### src/rtl/ov7670_sccb_init.sv
// OV7670 register-initialisation sequencer.
// Walks a table of {register, value} entries in an external synchronous ROM.
// Each ordinary entry becomes a 3-byte SCCB write (slave address, register,
// value) through a byte-level I2C/SCCB master. The block also provides the
// power-up settle time, table-embedded delays, NACK retry and done/err status.
module ov7670_sccb_init #(
    parameter logic [7:0] SLAVE_ADDR   = 8'h42,
    parameter int         ROM_AW       = 8,
    parameter int         BOOT_CYCLES  = 2_500_000,
    parameter int         DELAY_CYCLES = 250_000,
    parameter int         GAP_CYCLES   = 256,
    parameter int         MAX_RETRY    = 3
) (
    input  logic              clk,
    input  logic              rst,
    input  logic              go,
    output logic [ROM_AW-1:0] rom_addr,
    input  logic [15:0]       rom_data,
    input  logic [3:0]        i2c_state,
    input  logic [1:0]        i2c_ack,
    output logic              start,
    output logic              stop,
    output logic [7:0]        wr_data,
    output logic              busy,
    output logic              done,
    output logic              err
);

    // The shared counter only ever has to reach (longest wait - 1).
    localparam int CNT_MAX = (BOOT_CYCLES > DELAY_CYCLES)
                           ? ((BOOT_CYCLES > GAP_CYCLES) ? BOOT_CYCLES : GAP_CYCLES)
                           : ((DELAY_CYCLES > GAP_CYCLES) ? DELAY_CYCLES : GAP_CYCLES);
    localparam int CW = (CNT_MAX > 2) ? $clog2(CNT_MAX) : 1;
    localparam int RW = (MAX_RETRY > 0) ? $clog2(MAX_RETRY + 1) : 1;

    localparam logic [15:0] ENTRY_END   = 16'hFFFF;
    localparam logic [15:0] ENTRY_DELAY = 16'hFFF0;
    localparam logic [3:0]  I2C_IDLE    = 4'd0;
    localparam logic [3:0]  I2C_ACKWAIT = 4'd3;

    typedef enum logic [3:0] {
        S_BOOT,
        S_FETCH,
        S_DECODE,
        S_ISSUE,
        S_XFER,
        S_POST,
        S_POST_NACK,
        S_DELAY,
        S_DONE
    } state_t;

    state_t          state;
    logic [CW-1:0]   cnt;
    logic [7:0]      reg_byte;
    logic [7:0]      val_byte;
    logic [RW-1:0]   retry;
    logic [1:0]      ack_cnt;

    logic master_idle;
    logic ack_tick;
    logic gap_done;

    // The master holds ack[1] high while idle, so a tick only counts in its
    // ACK-wait state.
    assign master_idle = (i2c_state == I2C_IDLE);
    assign ack_tick    = (i2c_state == I2C_ACKWAIT) && i2c_ack[1];
    assign gap_done    = master_idle && (cnt == CW'(GAP_CYCLES - 1));

    // NOTE: start and stop are continuous assignments so the master sees them
    // in the very cycle it samples them; a registered copy would be one late.
    assign start = (state == S_ISSUE) && master_idle;
    assign stop  = (state == S_XFER) && ack_tick && ((ack_cnt == 2'd2) || !i2c_ack[0]);
    assign busy  = (state != S_DONE);
    assign done  = (state == S_DONE);

    // Sequencer: table walk, byte handshake, waits, retry and status.
    // NOTE: every register here uses <= so all flops update together at the
    // edge; mixing in = would make results depend on statement order.
    always_ff @(posedge clk or posedge rst) begin
        if (rst) begin
            state    <= S_BOOT;
            cnt      <= '0;
            rom_addr <= '0;
            reg_byte <= '0;
            val_byte <= '0;
            retry    <= '0;
            ack_cnt  <= '0;
            wr_data  <= '0;
            err      <= 1'b0;
        end else begin
            case (state)
                S_BOOT: begin
                    if (cnt == CW'(BOOT_CYCLES - 1)) begin
                        cnt      <= '0;
                        rom_addr <= '0;
                        state    <= S_FETCH;
                    end else begin
                        cnt <= cnt + CW'(1);
                    end
                end

                // ROM output settles during this cycle.
                S_FETCH: begin
                    cnt   <= '0;
                    state <= S_DECODE;
                end

                S_DECODE: begin
                    cnt <= '0;
                    if (rom_data == ENTRY_END) begin
                        state <= S_DONE;
                    end else if (rom_data == ENTRY_DELAY) begin
                        state <= S_DELAY;
                    end else begin
                        reg_byte <= rom_data[15:8];
                        val_byte <= rom_data[7:0];
                        retry    <= '0;
                        wr_data  <= SLAVE_ADDR;
                        state    <= S_ISSUE;
                    end
                end

                // start is high in the idle cycle; the master latches the
                // address now, so the register byte can be presented next.
                S_ISSUE: begin
                    if (master_idle) begin
                        wr_data <= reg_byte;
                        ack_cnt <= '0;
                        state   <= S_XFER;
                    end
                end

                S_XFER: begin
                    if (ack_tick) begin
                        if (!i2c_ack[0]) begin
                            cnt   <= '0;
                            state <= S_POST_NACK;
                        end else if (ack_cnt == 2'd2) begin
                            cnt   <= '0;
                            state <= S_POST;
                        end else begin
                            if (ack_cnt == 2'd0) begin
                                wr_data <= val_byte;
                            end
                            ack_cnt <= ack_cnt + 2'd1;
                        end
                    end
                end

                // The gap is measured from the master returning to idle.
                S_POST: begin
                    if (!master_idle) begin
                        cnt <= '0;
                    end else if (gap_done) begin
                        cnt      <= '0;
                        rom_addr <= rom_addr + ROM_AW'(1);
                        state    <= S_FETCH;
                    end else begin
                        cnt <= cnt + CW'(1);
                    end
                end

                S_POST_NACK: begin
                    if (!master_idle) begin
                        cnt <= '0;
                    end else if (gap_done) begin
                        cnt <= '0;
                        if (retry < RW'(MAX_RETRY)) begin
                            retry   <= retry + RW'(1);
                            wr_data <= SLAVE_ADDR;
                            state   <= S_ISSUE;
                        end else begin
                            err      <= 1'b1;
                            rom_addr <= rom_addr + ROM_AW'(1);
                            state    <= S_FETCH;
                        end
                    end else begin
                        cnt <= cnt + CW'(1);
                    end
                end

                S_DELAY: begin
                    if (cnt == CW'(DELAY_CYCLES - 1)) begin
                        cnt      <= '0;
                        rom_addr <= rom_addr + ROM_AW'(1);
                        state    <= S_FETCH;
                    end else begin
                        cnt <= cnt + CW'(1);
                    end
                end

                // Restart skips the power-up settle time.
                S_DONE: begin
                    if (go) begin
                        err      <= 1'b0;
                        rom_addr <= '0;
                        cnt      <= '0;
                        state    <= S_FETCH;
                    end
                end

                default: begin
                    cnt   <= '0;
                    state <= S_BOOT;
                end
            endcase
        end
    end

endmodule

### config.mk
export PLATFORM = sky130hd
export DESIGN_NAME = ov7670_sccb_init
export DESIGN_NICKNAME = d
export VERILOG_FILES = /design/src/rtl/ov7670_sccb_init.sv
export SDC_FILE = /design/constraint.sdc
export NUM_CORES = 1
export LEC_CHECK = 0
export ABC_AREA = 0
export BUFFER_PORTS_ARGS = -buffer_cell sky130_fd_sc_hd__buf_2
export CORE_MARGIN = 3
export CORE_UTILIZATION = 45
export CTS_CLUSTER_DIAMETER = 120
export DETAILED_ROUTE_END_ITERATION = 12
export PLACE_DENSITY_LB_ADDON = 0.15
export SKIP_CTS_REPAIR_TIMING = 1
export SLEW_MARGIN = 20
export SYNTH_ARGS = -nofsm -noshare
export SYNTH_HDL_FRONTEND = slang
export SYNTH_SLANG_ARGS = --single-unit
export TNS_END_PERCENT = 20
### constraint.sdc
create_clock -name clk -period 2.62 [get_ports clk]
set_input_delay 0.393 -clock clk [delete_from_list [all_inputs] [get_ports clk]]
set_output_delay 0.393 -clock clk [all_outputs]
set_load 0.05 [all_outputs]
==> impl_results.md, run 1 <==
- Status: finished clean
- Critical path required time: 2.88 ns
- Top_reg_cell synth: dfrtp_1
- Synth async-reset ratio: 100%
- Worst Path Buf+Inv: 1
- Period Utilization, post-route: 97.7%
- Slew @ Worst Pin: 0.616 ns
- Post-synth EDFFs: 0
- Worst-path cell with the longest stage delay: or4_4
- Share of layout cells above drive strength 1: 34.6%
- Post-synthesis sequential area ratio: 45.4%
- Drt via density: 5.61
- Ports: 46
- WL final: 8230 um
- Congestion Overflow GR: 0
- Cell Area, Synth: 3470 um2
- Clk slew on worst S/H paths: 0.08 ns
- Reg2reg setup slack: 0.06 ns
- CP top delay family: simple AND/OR/NAND/NOR gates
- Worst EP arrival: 2.82 ns
- Starting Density: 47.1%
- Most common cell on crit path: or4_4
- Clk_skew: 0.00552 ns
- Min-Delay Path Class: primary input to flop
- Max incr delay on CP: 0.58 ns
- Crit path launch type: flop
- Syn. warnings: 0
- Post-Layout Inst Area: 4340 um2
- Maximum clock path buffer count: 2
- Nature of the critical path endpoint: flop
- CP Class: flop to flop
- Drt drc: 0
- Reg-to-Reg End: rom_addr[3]$_DFFE_PP0P_
- Post-synth net total: 382
- Max frequency: 0.391 GHz
- Antenna Cells: 0
- Number of port buffers: 45
- Leakage Power: 1.94 nW
- Worst slew margin: 58.6%
- #FFs+latches synth: 63
- TNS Setup: 0 ns
- Die width: 93.9 um
- First-pass GRT wire length: 13700 um
- Initial drt markers: 118
- H-tree depth: 3
- DPL Wire Length: 5820 um
- # nets final: 459
- Number of cells on the critical path: 7
- VDD IR max: 0.507 mV
- Wire per inst: 15.4 um
- Crit path to: rom_addr[3]$_DFFE_PP0P_
- Critical path cell sequence: or4_4 > nor4_4 > a21oi_2 > or2_4 > buf_6 > or4_4 > o31ai_2
- Worst R2R Path Depth: 7
- CTS tree: done
- Max Slew Vio Count: 0
- Crit-path max FO: 8
- Vias: 2991
- Largest net degree at the start of global routing: 63
- FP Rows: 31
- Gate Count Post-Synth: 352
- Worst-Skew Late Latency: 0.35 ns
- Die height: 93.9 um
- Hold Fails Final Rpt: 0
- GRT Util Overall: 19.7%
- Yosys cell types: 56
- Area Overhead vs Synth: 25.0%
- DRT Pass-1 Iters: 4
- Maxcap violations: 0
- Tmin final: 2.56 ns
- R2R Path Start: cnt[16]$_DFFE_PP0P_
- Die area: 8810 um2
- GPL Wtd Cong: 0.837
- Antenna-violating nets left: 0
- CP startpoint: cnt[16]$_DFFE_PP0P_
- # setup viols final: 0
- Hold path depth: 2
- CTS Root Cell: clkbuf_8
- Power per cell area: 1010 nW/um2
- Syn_area_per_cell: 9.87 um2
- Placed Instance Area: 4050 um2
- Number of global-route vias before repair: 2895
- CTS Sinks: 63
- Core area: 7370 um2
- Num CTS Buffers: 9
- Antenna violations before repair: 0
[metal layers]
layer / track usage [%] / up-vias / part of all wire (%)
li1: - / 1463 / -
met5: 0 / - / 0
met2: 30.3 / 67 / 47
met3: 3.13 / 10 / 4.4
met1: 27.3 / 1451 / 47
met4: 9.03 / 0 / 1.7
[Yosys cell counts, types with 3 or more instances]
| master | instances | area, um2 |
|---|---|---|
| dfrtp_1 | 63 | 1580 |
| nor2_1 | 32 | 120 |
| mux2_2 | 20 | 225 |
| nand2_1 | 20 | 75.1 |
| o21ai_0 | 16 | 80.1 |
| a21oi_1 | 15 | 75.1 |
| xor2_1 | 15 | 131 |
| nand3_1 | 14 | 70.1 |
| nand4_1 | 12 | 75.1 |
| nor3_1 | 12 | 60.1 |
| clkbuf_1 | 11 | 41.3 |
| a31oi_1 | 10 | 62.6 |
| a22oi_1 | 9 | 67.6 |
| and3_1 | 8 | 50.1 |
| nand2b_1 | 8 | 50.1 |
| inv_1 | 6 | 22.5 |
| o41ai_1 | 6 | 52.6 |
| or4_1 | 6 | 45.0 |
| ha_1 | 5 | 62.6 |
| buf_2 | 4 | 20.0 |
| o21ai_1 | 4 | 20.0 |
| a22o_1 | 3 | 26.3 |
| mux2_4 | 3 | 45.0 |
| nand3b_1 | 3 | 22.5 |
| nor2b_1 | 3 | 18.8 |
| nor4_1 | 3 | 18.8 |
| o31ai_1 | 3 | 22.5 |
| or3_1 | 3 | 18.8 |
[per-stage QoR]
stage | instances | hold slack, ns | total power, mW | utilization [%] | worst slack (ns)
after floorplan | 352 | 0.470 | 2.91 | - | 0.0279
after global placement | 515 | 0.249 | 3.42 | 54.9 | 0.0242
after detailed placement | 515 | 0.249 | 3.47 | 54.9 | -0.0353
final | 533 | 0.285 | 4.38 | 58.9 | 0.0613
after global routing | 533 | 0.289 | 4.69 | 58.9 | -0.0406
after CTS | 531 | -0.126 | 4.34 | 57.6 | -0.0368
[where the power goes]
group          switching [mW]  internal [mW]
clock network           0.420          0.440
registers               0.172           1.24
logic                    1.18          0.927
[cell type report]
cell class | instances | area [um2]
Fill cell | 688 | 3030
Multi-Input combinational cell | 265 | 1870
Sequential cell | 63 | 1580
Timing Repair Buffer | 84 | 553
Clock buffer | 9 | 124
Tap cell | 99 | 124
Clock inverter | 7 | 72.6
Inverter | 6 | 22.5
[cells in the final DEF (no fill, tap or decap), types with 9 or more instances in the layout]
master	count
a21oi_1	14
a22oi_1	9
a31oi_1	10
buf_2	45
buf_4	34
clkbuf_8	9
dfrtp_1	63
mux2_2	20
nand2_1	20
nand3_1	14
nand4_1	12
nor2_1	32
nor3_1	9
o21ai_0	16
xor2_1	15
[how the worst min path moves through the flow]
stage | slack [ns] | start | end
after floorplan | 0.47 | retry[1]$_DFFE_PP0P_ | retry[1]$_DFFE_PP0P_
after global placement | 0.25 | rst | wr_data[2]$_DFFE_PP0P_
after detailed placement | 0.25 | rst | wr_data[2]$_DFFE_PP0P_
after CTS | -0.13 | rst | wr_data[2]$_DFFE_PP0P_
after global routing | 0.29 | rom_data[15] | reg_byte[7]$_DFFE_PP0P_
final | 0.29 | rom_data[15] | reg_byte[7]$_DFFE_PP0P_
[state kept, by name, indices dropped and copies added, names as in the netlist]
register	cells
retry	2
state	4
wr_data	8
reg_byte	8
rom_addr	8
ack_cnt	2
val_byte	8
cnt	22
err	1
[kinds of logic (layout without fill, tap and decap cells)]
group / count (synthesis) / count (layout) / synth area share [%]
adder cells (fa/ha/maj): 5 / 5 / 1.80
buffers and inverters: 24 / 106 / 3.17
flip-flops: 63 / 63 / 45.4
XOR/XNOR: 17 / 17 / 4.29
multiplexers: 25 / 25 / 8.35
AND/OR/NAND/NOR: 142 / 142 / 23.0
AO/OA/AOI/OAI: 76 / 76 / 14.0
Note: power is estimated with default switching activity, not from simulation.
==> run 2: changes to the inputs <==
--- a/config.mk
+++ b/config.mk
@@ -6,7 +6,7 @@
 export NUM_CORES = 1
 export LEC_CHECK = 0
 export ABC_AREA = 0
-export BUFFER_PORTS_ARGS = -buffer_cell sky130_fd_sc_hd__buf_2
+export BUFFER_PORTS_ARGS = -buffer_cell sky130_fd_sc_hd__clkbuf_2
 export CORE_MARGIN = 3
 export CORE_UTILIZATION = 45
 export CTS_CLUSTER_DIAMETER = 120
==> impl_results.md, run 2 (synthesized netlist as in run 1, its figures left out) <==
- VDD IR max: 0.547 mV (was 0.507 mV)
- Period Utilization, post-route: 98.7% (was 97.7%)
- Area Overhead vs Synth: 23.8% (was 25.0%)
- Critical path required time: 2.88 ns (about the same)
- Max Slew Vio Count: 0 (unchanged)
- Die area: 8810 um2 (unchanged)
- Num CTS Buffers: 9 (unchanged)
- Reg with most FFs: cnt (unchanged)
- R2R Path Start: cnt[9]$_DFFE_PP0P_ (was cnt[16]$_DFFE_PP0P_)
- Worst-path cell with the longest stage delay: or4b_4 (was or4_4)
- Worst EP arrival: 2.85 ns (was 2.82 ns)
- Min-Delay Path Class: primary input to async pin (was primary input to flop)
- WL final: 8330 um (was 8230 um)
- Crit path launch type: flop (unchanged)
- Drt via density: 5.58 (was 5.61)
- CP top delay family: simple AND/OR/NAND/NOR gates (unchanged)
- Antenna-violating nets left: 0 (unchanged)
- Die width: 93.9 um (unchanged)
- Nature of the critical path endpoint: flop (unchanged)
- Core area: 7370 um2 (unchanged)
- Crit-path max FO: 8 (unchanged)
- DRT Pass-1 Iters: 4 (unchanged)
- Clk slew on worst S/H paths: 0.08 ns (about the same)
- CP startpoint: cnt[9]$_DFFE_PP0P_ (was cnt[16]$_DFFE_PP0P_)
- Drt drc: 0 (unchanged)
- # nets final: 456 (was 459)
- First-pass GRT wire length: 13800 um (was 13700 um)
- Ports: 46 (unchanged)
- Maximum clock path buffer count: 2 (unchanged)
- Worst-Skew Late Latency: 0.35 ns (about the same)
- Slew @ Worst Pin: 0.803 ns (was 0.616 ns)
- Commonest non-fill, non-tap cell in the layout: dfrtp_1 (unchanged)
- Share of layout cells above drive strength 1: 34.1% (was 34.6%)
- CP Class: flop to flop (unchanged)
- Commonest non-fill, non-tap cells in the layout: dfrtp_1, clkbuf_2, buf_4 (was dfrtp_1, buf_2, buf_4)
- Tmin final: 2.59 ns (was 2.56 ns)
- Reg-to-Reg End: rom_addr[3]$_DFFE_PP0P_ (unchanged)
- Congestion Overflow GR: 0 (unchanged)
- GRT Util Overall: 20.0% (was 19.7%)
- WHS: 0.255 ns (was 0.285 ns)
- CTS Sinks: 63 (unchanged)
- FP Rows: 31 (unchanged)
- Worst Path Buf+Inv: 1 (unchanged)
- Max incr delay on CP: 0.56 ns (was 0.58 ns)
- H-tree depth: 3 (unchanged)
- Antenna Cells: 0 (unchanged)
- Crit path to: rom_addr[3]$_DFFE_PP0P_ (unchanged)
- Initial drt markers: 132 (was 118)
- RSZ-0062 raised after global routing: yes
- Antenna violations before repair: 0 (unchanged)
- Status: finished clean (unchanged)
- Maxcap violations: 0 (unchanged)
- CTS Root Cell: clkbuf_8 (unchanged)
- Number of global-route vias before repair: 2877 (was 2895)
- Starting Density: 47.1% (unchanged)
- Die height: 93.9 um (unchanged)
- Max frequency: 0.387 GHz (was 0.391 GHz)
- GPL Wtd Cong: 0.816 (was 0.837)
- DPL Wire Length: 5720 um (was 5820 um)
- Clk_skew: 0.00955 ns (was 0.00552 ns)
- Power per cell area: 1020 nW/um2 (was 1010 nW/um2)
- Worst R2R Path Depth: 7 (unchanged)
- # setup viols final: 0 (unchanged)
- CTS tree: done (unchanged)
- Max reg flops: 22 (unchanged)
- Vias: 2958 (was 2991)
- Largest net degree at the start of global routing: 64 (was 63)
- Number of port buffers: 45 (unchanged)
- Reg2reg setup slack: 0.03 ns (was 0.06 ns)
- Leakage Power: 1.91 nW (was 1.94 nW)
- Hold Fails Final Rpt: 0 (unchanged)
- Wire per inst: 15.7 um (was 15.4 um)
- Worst slew margin: 46.5% (was 58.6%)
- Number of cells on the critical path: 7 (unchanged)
- Critical path cell sequence: or4b_4 > nor4_4 > a31oi_1 > or2_4 > buf_4 > or4_1 > o31ai_1 (was or4_4 > nor4_4 > a21oi_2 > or2_4 > buf_6 > or4_4 > o31ai_2)
- Post-Route Utilization: 58.4% (was 58.9%)
-- run 2: cell types whose count changed in the layout (fill, tap and decap cells not counted), sizes merged --
cell,change
clkbuf,+45
buf,-47
dlygate4sd3,-1
-- run 2: how the worst min path moves through the flow --
stage                         startpoint                 endpoint  slack [ns]  depth (start not counted)
floorplan           retry[1]$_DFFE_PP0P_     retry[1]$_DFFE_PP0P_        0.47                          1
global placement    retry[1]$_DFFE_PP0P_     retry[1]$_DFFE_PP0P_        0.48                          1
detailed placement  retry[1]$_DFFE_PP0P_     retry[1]$_DFFE_PP0P_        0.49                          1
CTS                                  rst   wr_data[4]$_DFFE_PP0P_        0.28                          3
global route                rom_data[15]  reg_byte[7]$_DFFE_PP0P_        0.28                          2
finish                               rst   wr_data[0]$_DFFE_PP0P_        0.25                          3
-- run 2: layout make-up --
cell class / count / area, um2
Timing Repair Buffer: 81 / 512
Clock buffer: 9 / 124
Sequential cell: 63 / 1580
Tap cell: 99 / 124
Inverter: 6 / 22.5
Multi-Input combinational cell: 265 / 1870
Clock inverter: 7 / 72.6
Fill cell: 666 / 3070
-- run 2: routing by layer --
metal / track usage (%) / part of all wire [%] / routed length [um]
met5: 0 / 0 / 0
met4: 8.66 / 1.7 / 138
met3: 3.37 / 3.2 / 264
met2: 30.2 / 47 / 3940
met1: 28.3 / 48 / 3980
-- run 2: power by group --
part / internal [mW] / switching [mW]
logic: 0.899 / 1.19
clock network: 0.441 / 0.419
registers: 1.24 / 0.177
-- run 2: worst min-delay path, stage by stage --
cell and delay, ns:
clkbuf_2 0.08, inv_2 0.03, buf_4 0.62
-- run 2: metrics by stage --
| step | cells | setup WS, ns | instance area, um2 | setup TNS, ns | total power [mW] |
|---|---|---|---|---|---|
| floorplan | 352 | 0.0279 | 3480 | 0 | 2.91 |
| global route | 530 | -0.0406 | 4300 | -0.162 | 4.67 |
| detailed placement | 514 | -0.0437 | 4030 | -0.0542 | 3.46 |
| CTS | 530 | -0.112 | 4230 | -0.151 | 4.32 |
| global placement | 514 | 0.00741 | 4030 | 0 | 3.41 |
| finish | 530 | 0.0335 | 4300 | 0 | 4.37 |
